[src/rtl/multi_flash_led_if.sv]
// Control/status bundle between the LED pattern engine and its mode source.
// The mode source loads a pattern; the engine drives the LED pins and step pulse.
interface multi_flash_led_if #(
    parameter int N_LED = 4
);
    logic [1:0]       mode;
    logic             mode_vld;
    logic [N_LED-1:0] led;
    logic             step;

    modport master (
        output mode,
        output mode_vld,
        input  led,
        input  step
    );

    modport slave (
        input  mode,
        input  mode_vld,
        output led,
        output step
    );
endinterface

[src/rtl/multi_flash_led.sv]
// Multi-LED flasher: a shared prescaler steps an OFF/BLINK/CHASE/BREATHE pattern.
// A mode load restarts the pattern and takes priority over a coincident step.
module multi_flash_led #(
    parameter int N_LED    = 4,
    parameter int DIV_CNT  = 25_000_000,
    parameter int PWM_BITS = 8
) (
    input logic             sclk,
    input logic             rst,
    multi_flash_led_if.slave bus
);
    localparam int CNT_W = (DIV_CNT > 1) ? $clog2(DIV_CNT) : 1;

    localparam logic [1:0] MODE_OFF     = 2'd0;
    localparam logic [1:0] MODE_BLINK   = 2'd1;
    localparam logic [1:0] MODE_CHASE   = 2'd2;
    localparam logic [1:0] MODE_BREATHE = 2'd3;

    localparam logic [CNT_W-1:0]    PRESC_MAX = CNT_W'(DIV_CNT - 1);
    localparam logic [CNT_W-1:0]    PRESC_ONE = CNT_W'(1);
    localparam logic [PWM_BITS-1:0] DUTY_MAX  = {PWM_BITS{1'b1}};
    localparam logic [PWM_BITS-1:0] DUTY_ONE  = PWM_BITS'(1);

    logic [1:0]          cur_mode;
    logic [CNT_W-1:0]    presc;
    logic [PWM_BITS-1:0] pwm;
    logic [PWM_BITS-1:0] duty;
    logic                dir_up;
    logic [N_LED-1:0]    led_r;
    logic                step_r;
    logic                wrap;

    assign wrap     = (presc == PRESC_MAX);
    assign bus.led  = led_r;
    assign bus.step = step_r;

    always_ff @(posedge sclk) begin
        if (rst) begin
            cur_mode <= MODE_OFF;
            presc    <= '0;
            pwm      <= '0;
            duty     <= '0;
            dir_up   <= 1'b1;
            led_r    <= '0;
            step_r   <= 1'b0;
        end else if (bus.mode_vld) begin
            cur_mode <= bus.mode;
            presc    <= '0;
            pwm      <= '0;
            duty     <= '0;
            dir_up   <= 1'b1;
            step_r   <= 1'b0;
            led_r    <= (bus.mode == MODE_CHASE) ? N_LED'(1) : '0;
        end else begin
            step_r <= wrap;
            presc  <= wrap ? '0 : presc + PRESC_ONE;
            pwm    <= pwm + DUTY_ONE;
            case (cur_mode)
                MODE_BLINK: begin
                    if (wrap) led_r <= ~led_r;
                end
                MODE_CHASE: begin
                    // Shifting right by N_LED-1 brings the top bit back to bit0 (and keeps N_LED=1 lit).
                    if (wrap) led_r <= (led_r << 1) | (led_r >> (N_LED - 1));
                end
                MODE_BREATHE: begin
                    led_r <= {N_LED{pwm < duty}};
                    if (wrap) begin
                        if (dir_up) begin
                            if (duty == DUTY_MAX) begin
                                dir_up <= 1'b0;
                                duty   <= DUTY_MAX - DUTY_ONE;
                            end else begin
                                duty <= duty + DUTY_ONE;
                            end
                        end else begin
                            if (duty == '0) begin
                                dir_up <= 1'b1;
                                duty   <= DUTY_ONE;
                            end else begin
                                duty <= duty - DUTY_ONE;
                            end
                        end
                    end
                end
                default: begin
                    led_r <= '0;
                end
            endcase
        end
    end
endmodule

[src/flat_wrapper.sv]
// flat-port wrapper written by rule: the top's interface ports become plain ports
module multi_flash_led_flat 
#(
    parameter int N_LED    = 4,
    parameter int DIV_CNT  = 25_000_000,
    parameter int PWM_BITS = 8
)
  (sclk, rst, bus_mode, bus_mode_vld, bus_led, bus_step);
  multi_flash_led_if #(.N_LED(N_LED)) bus_i ();
  input logic sclk;
  input logic rst;
  input wire logic [$bits(bus_i.mode)-1:0] bus_mode;
  input wire logic [$bits(bus_i.mode_vld)-1:0] bus_mode_vld;
  output wire logic [$bits(bus_i.led)-1:0] bus_led;
  output wire logic [$bits(bus_i.step)-1:0] bus_step;
  assign bus_i.mode = bus_mode;
  assign bus_i.mode_vld = bus_mode_vld;
  assign bus_led = bus_i.led;
  assign bus_step = bus_i.step;
  multi_flash_led #(.N_LED(N_LED), .DIV_CNT(DIV_CNT), .PWM_BITS(PWM_BITS)) u_core (.sclk(sclk), .rst(rst), .bus(bus_i));
endmodule
[config.mk]
export PLATFORM = sky130hd
export DESIGN_NAME = multi_flash_led_flat
export DESIGN_NICKNAME = d
export VERILOG_FILES = /design/src/rtl/multi_flash_led_if.sv /design/src/rtl/multi_flash_led.sv /design/src/flat_wrapper.sv
export SDC_FILE = /design/constraint.sdc
export NUM_CORES = 1
export LEC_CHECK = 0
export BUFFER_PORTS_ARGS = -buffer_cell sky130_fd_sc_hd__buf_2
export CAP_MARGIN = 20
export CORE_MARGIN = 5
export CORE_UTILIZATION = 40
export DETAILED_ROUTE_END_ITERATION = 7
export PLACE_DENSITY = 0.62
export SKIP_CTS_REPAIR_TIMING = 1
export SYNTH_ARGS = -nofsm -noshare
export SYNTH_HDL_FRONTEND = slang
export SYNTH_SLANG_ARGS = --single-unit
[constraint.sdc]
create_clock -name sclk -period 3.7 [get_ports sclk]
set_input_delay 0.74 -clock sclk [delete_from_list [all_inputs] [get_ports sclk]]
set_output_delay 0.74 -clock sclk [all_outputs]
set_load 0.01 [all_outputs]
---- Yosys cells after proc, flatten, opt, wreduce, memory -nomap -nowiden ----
Cells that the tools add are included.
W data, S select, Z words.
word-level totals
  bits in writable memories ............... 0
  output and inout port bits .............. 5
  latch bits .............................. 0
  flip-flop bits (word level) ............. 49
  memories kept ........................... 0
  input bits .............................. 5
  ROM bits ................................ 0
operators by class
  shift operators ......................... 0
  reductions and logical operators ........ 5
  add/sub/neg operators ................... 4
  bitwise gates (word level) .............. 2
  equal/unequal tests ..................... 8
  $lt $le $gt $ge ......................... 1
  multiply operators ...................... 0
  multiplexer cells ....................... 11
  divide/modulo/power cells ............... 0
operators by type and width
  operator                 number
  $add A25 B1 Y25 const B  1
  $eq A25 B25 Y1 const B   1
  $mux W8                  3
  $add A8 B1 Y8 const B    2
  $mux W4                  3
  $pmux W4 S3              1
  $eq A8 B8 Y1 const B     1
  $logic_not A8 Y1         1
  $lt A8 B8 Y1             1
  $sub A8 B1 Y8 const B    1
  $eq A2 B2 Y1 const B     3
  $ne A3 B2 Y1 const B     2
  $mux W1                  4
  $not A4 Y4               1
  $or A4 B1 Y4             1
  $reduce_and A2 Y1        2
  $reduce_or A3 Y1         1
  $eq A2 B1 Y1 const B     1
  $reduce_or A2 Y1         1

---- Longest topological paths before layout ----
  depth after elaboration ................. 4
  depth in mapped cells ................... 8

---- Worst setup path after synthesis ----
Ideal clock, no wire load.
  path type ............................... register -> register
  start point ............................. register u_core.duty[0]
  end point ............................... register u_core.duty[3]
  cell stages (with the launch flop) ...... 8
  arrival time ............................ 1698 ps
  data required time ...................... 3584 ps
  path buffers ............................ 0
  library setup time ...................... 116 ps
  path slack .............................. 1885 ps
  cells stage by stage .................... dfxtp_1 > inv_1 > ha_1 > or3b_2 > nor2_4 > o21a_1 > o21ai_1 > a31o_2
on the way
  word-level cells in the longest chain between the ends .. 3
ends and longest elaborated chain
  what                                         line                                          text
  start, declared                              multi_flash_led.sv:27                         logic [PWM_BITS-1:0] duty;
  start signal, assigned                       multi_flash_led.sv:72                         duty <= DUTY_MAX - DUTY_ONE;
  start signal, assigned                       multi_flash_led.sv:74                         duty <= duty + DUTY_ONE;
  start signal, assigned                       multi_flash_led.sv:81                         duty <= duty - DUTY_ONE;
  $sub A8 B1 Y8, or another cell as far along  multi_flash_led.sv:81
  $mux W8, on equally long branches            multi_flash_led.sv:77, multi_flash_led.sv:70
  $mux W8 (*)                                  multi_flash_led.sv:69                         if (dir_up) begin
Every way passes the cells marked *; elsewhere a longest branch is shown, timed or not.
A chain may end at the register's enable or synchronous reset.

---- Final worst setup path ----
  start point ............................. register u_core.dir_up
  end point ............................... register u_core.duty[0]
on the way
  word-level cells in the longest chain between the ends .. 1
ends and longest elaborated chain
  what                    line                   text
  start, declared         multi_flash_led.sv:28  logic dir_up;
  start signal, assigned  multi_flash_led.sv:43  dir_up <= 1'b1;
  start signal, assigned  multi_flash_led.sv:51  dir_up <= 1'b1;
  start signal, assigned  multi_flash_led.sv:71  dir_up <= 1'b0;
  $mux W8                 multi_flash_led.sv:69
No other way between the ends.

==> results.cfg <==
[sta]
holdWs_ps = 477
grt_setup_unrepaired = false
finalClockSkew_ps = 6.36
finalCriticalPeriod_ps = 2050
tns_ps = 0
setup_viol = 0
post-route-period-util_pct = 55.4
drv_slew = 0
timing.fmax_mhz = 488
tightest_slew_ps = 623
relSlewSlack_pct = 58.4
hold_viol = 0

[cells_and_area]
final_area_um2 = 2890
layout_commonest_cell = dfxtp_1
syn_to_final_growth_pct = 4.62
fin_nets = 341
n_antenna_cell = 0
drive_gt1_share_pct = 10.5
layout_common_cells = 49 x dfxtp_1, 43 x nor2_1, 19 x nand3_1

[clock_tree]
clockRootBuffer = clkbuf_8
cts_max_level = 2
cts_buffers = 5
clk_latency_ps = 300
cts_buffer_depth = 2
cts.clk_slew.worst_paths_ps = 90
cts.sinks = 49
tritoncts = built

[global_routing]
grt_pass1_wl_um = 9650
grt_use_total_pct = 13.7
grt_max_degree = 26
grt_pass1_vias = 2114
antenna_found_initial = 0
grt_overflow = 0

[critical_path]
path_max_fanout = 20
critPathKind = register to register
arrival_ps = 2220
r2r_slack_ps = 1650
cp-end-kind = register
critPathLaunchType = register
critPathRequiredTime_ps = 3870

[placement]
numPortBuffers = 9
gp_congestion = 0.843
placed_area_um2 = 2800
dp_hpwl_um = 4120

[routing]
vias = 2266
via_per_inst = 5.61
drc = 0
postRouteWirelength_um = 5700
drt_iter0_drc = 120
post_drt_wl_per_cell_um = 14.1
ant_nets = 0
drt_pass1_iterations = 4

[pwr]
power.density_nw_per_um2 = 306
max-vdd-ir-drop_uv = 182
leakagePower_nw = 1.04

[die]
die_w_um = 93.1
dieArea_um2 = 8680
coreArea_um2 = 6760
io-pin-count = 10
die_h_um = 93.1
rows = 30
initial_core_util_pct = 40.9

[yosys]
synth_cell_types = 60
synth_ff_type = dfxtp_1
synth_edf_count = 0
async_flop_share_pct = 0
syn-num-nets = 341
seq_area_frac_synth_pct = 35.5
ys_seq_elements = 49
syn_area_per_cell_um2 = 8.53
ys.warnings.count = 0
synthCells = 324
netlist_area_um2 = 2770

[flow_run]
cap_violations = 0

[run_status]
outcome = completed

[min_path]
hold_class = register to register
==> cell families (layout without fill, tap and decap cells) <==
| logic type | count (synthesis) | after routing | share of synthesized area [%] |
|---|---|---|---|
| buffers and inverters | 26 | 26 | 5.25 |
| AND/OR/NAND/NOR | 144 | 144 | 28.3 |
| flip-flops | 49 | 49 | 35.5 |
| adder cells (fa/ha/maj) | 12 | 12 | 5.43 |
| XOR/XNOR | 28 | 28 | 8.87 |
| multiplexers | 3 | 3 | 1.09 |
| AO/OA/AOI/OAI | 62 | 62 | 15.6 |
==> power by group <==
part,internal (mW),switching (mW),total (mW),leakage [nW]
clock network,0.148,0.174,0.322,0.0433
registers,0.531,0.00568,0.536,0.396
logic,0.00967,0.0169,0.0266,0.605
total,0.688,0.196,0.885,1.04
==> stage by stage <==
| step | utilization, % | power [mW] | cells | setup WS (ps) |
|---|---|---|---|---|
| 2_1_floorplan | - | 0.567 | 324 | 1890 |
| 3_3_place_gp | 41.5 | 0.575 | 397 | 1560 |
| 3_5_place_dp | 41.5 | 0.576 | 397 | 1520 |
| 4_1_cts | 42.8 | 0.897 | 404 | 1640 |
| 5_1_grt | 42.8 | 0.927 | 404 | 1470 |
| 6_report | 42.8 | 0.885 | 404 | 1650 |
==> metal layers <==
layer / vias up / track usage [%] / wire (um)
met5: - / 0 / 0
met4: 0 / 4.76 / 45
met3: 4 / 2.90 / 236
met2: 47 / 22.7 / 2770
met1: 1052 / 17.5 / 2640
li1: 1163 / - / -
==> worst max-delay path, cell delays in order (launching register included) <==
cell and delay (ps):
dfxtp_1 730, inv_1 270, nor4_1 410, and4b_1 320, nor2_1 140, a311oi_2 60
==> state kept, by name, indices dropped and copies added (netlist names) <==
name / cells
u_core.pwm: 8
u_core.bus.step: 1
u_core.dir_up: 1
u_core.duty: 8
u_core.presc: 25
u_core.cur_mode: 2
u_core.bus.led: 4
==> final cells by class <==
type	count	area (um^2)
multi-input combinational	249	1640
timing repair buffer	9	45.0
inverter	10	37.5
tap	80	100
sequential	49	981
clock inverter	1	7.51
clock buffer	6	82.6
fill	661	3860
==> cells in the mapped netlist (all sizes together) (2+ instances only) <==
master / count / area (um^2)
a211o: 3 / 26.3
a211oi: 2 / 15.0
a21oi: 13 / 65.1
a311oi: 2 / 23.8
and2: 4 / 25.0
and3: 10 / 68.8
and4: 5 / 43.8
and4b: 2 / 20.0
buf: 13 / 96.3
clkbuf: 3 / 11.3
dfxtp: 49 / 981
ha: 12 / 150
inv: 10 / 37.5
mux2i: 3 / 30.0
nand2: 18 / 67.6
nand2b: 4 / 25.0
nand3: 20 / 105
nand4: 8 / 56.3
nor2: 45 / 179
nor2b: 2 / 12.5
nor3: 13 / 76.3
nor4: 3 / 18.8
nor4b: 2 / 23.8
o2111ai: 2 / 17.5
o211ai: 2 / 15.0
o21a: 4 / 30.0
o21ai: 17 / 85.1
o221a: 2 / 22.5
o311ai: 2 / 17.5
o31ai: 4 / 30.0
or3: 4 / 25.0
xnor2: 13 / 114
xor2: 15 / 131
==> path summary, 6_finish.rpt <==
| check | startpoint | endpoint | cells past startpoint |
|---|---|---|---|
| worst max register to register | u_core.dir_up | u_core.duty[0] | 5 |
| worst min-delay path | u_core.pwm[0] | u_core.pwm[0] | 1 |
| worst max-delay path | u_core.dir_up | u_core.duty[0] | 5 |
| worst min register to register | u_core.pwm[0] | u_core.pwm[0] | 1 |
Power figures use the tool's default switching activity.
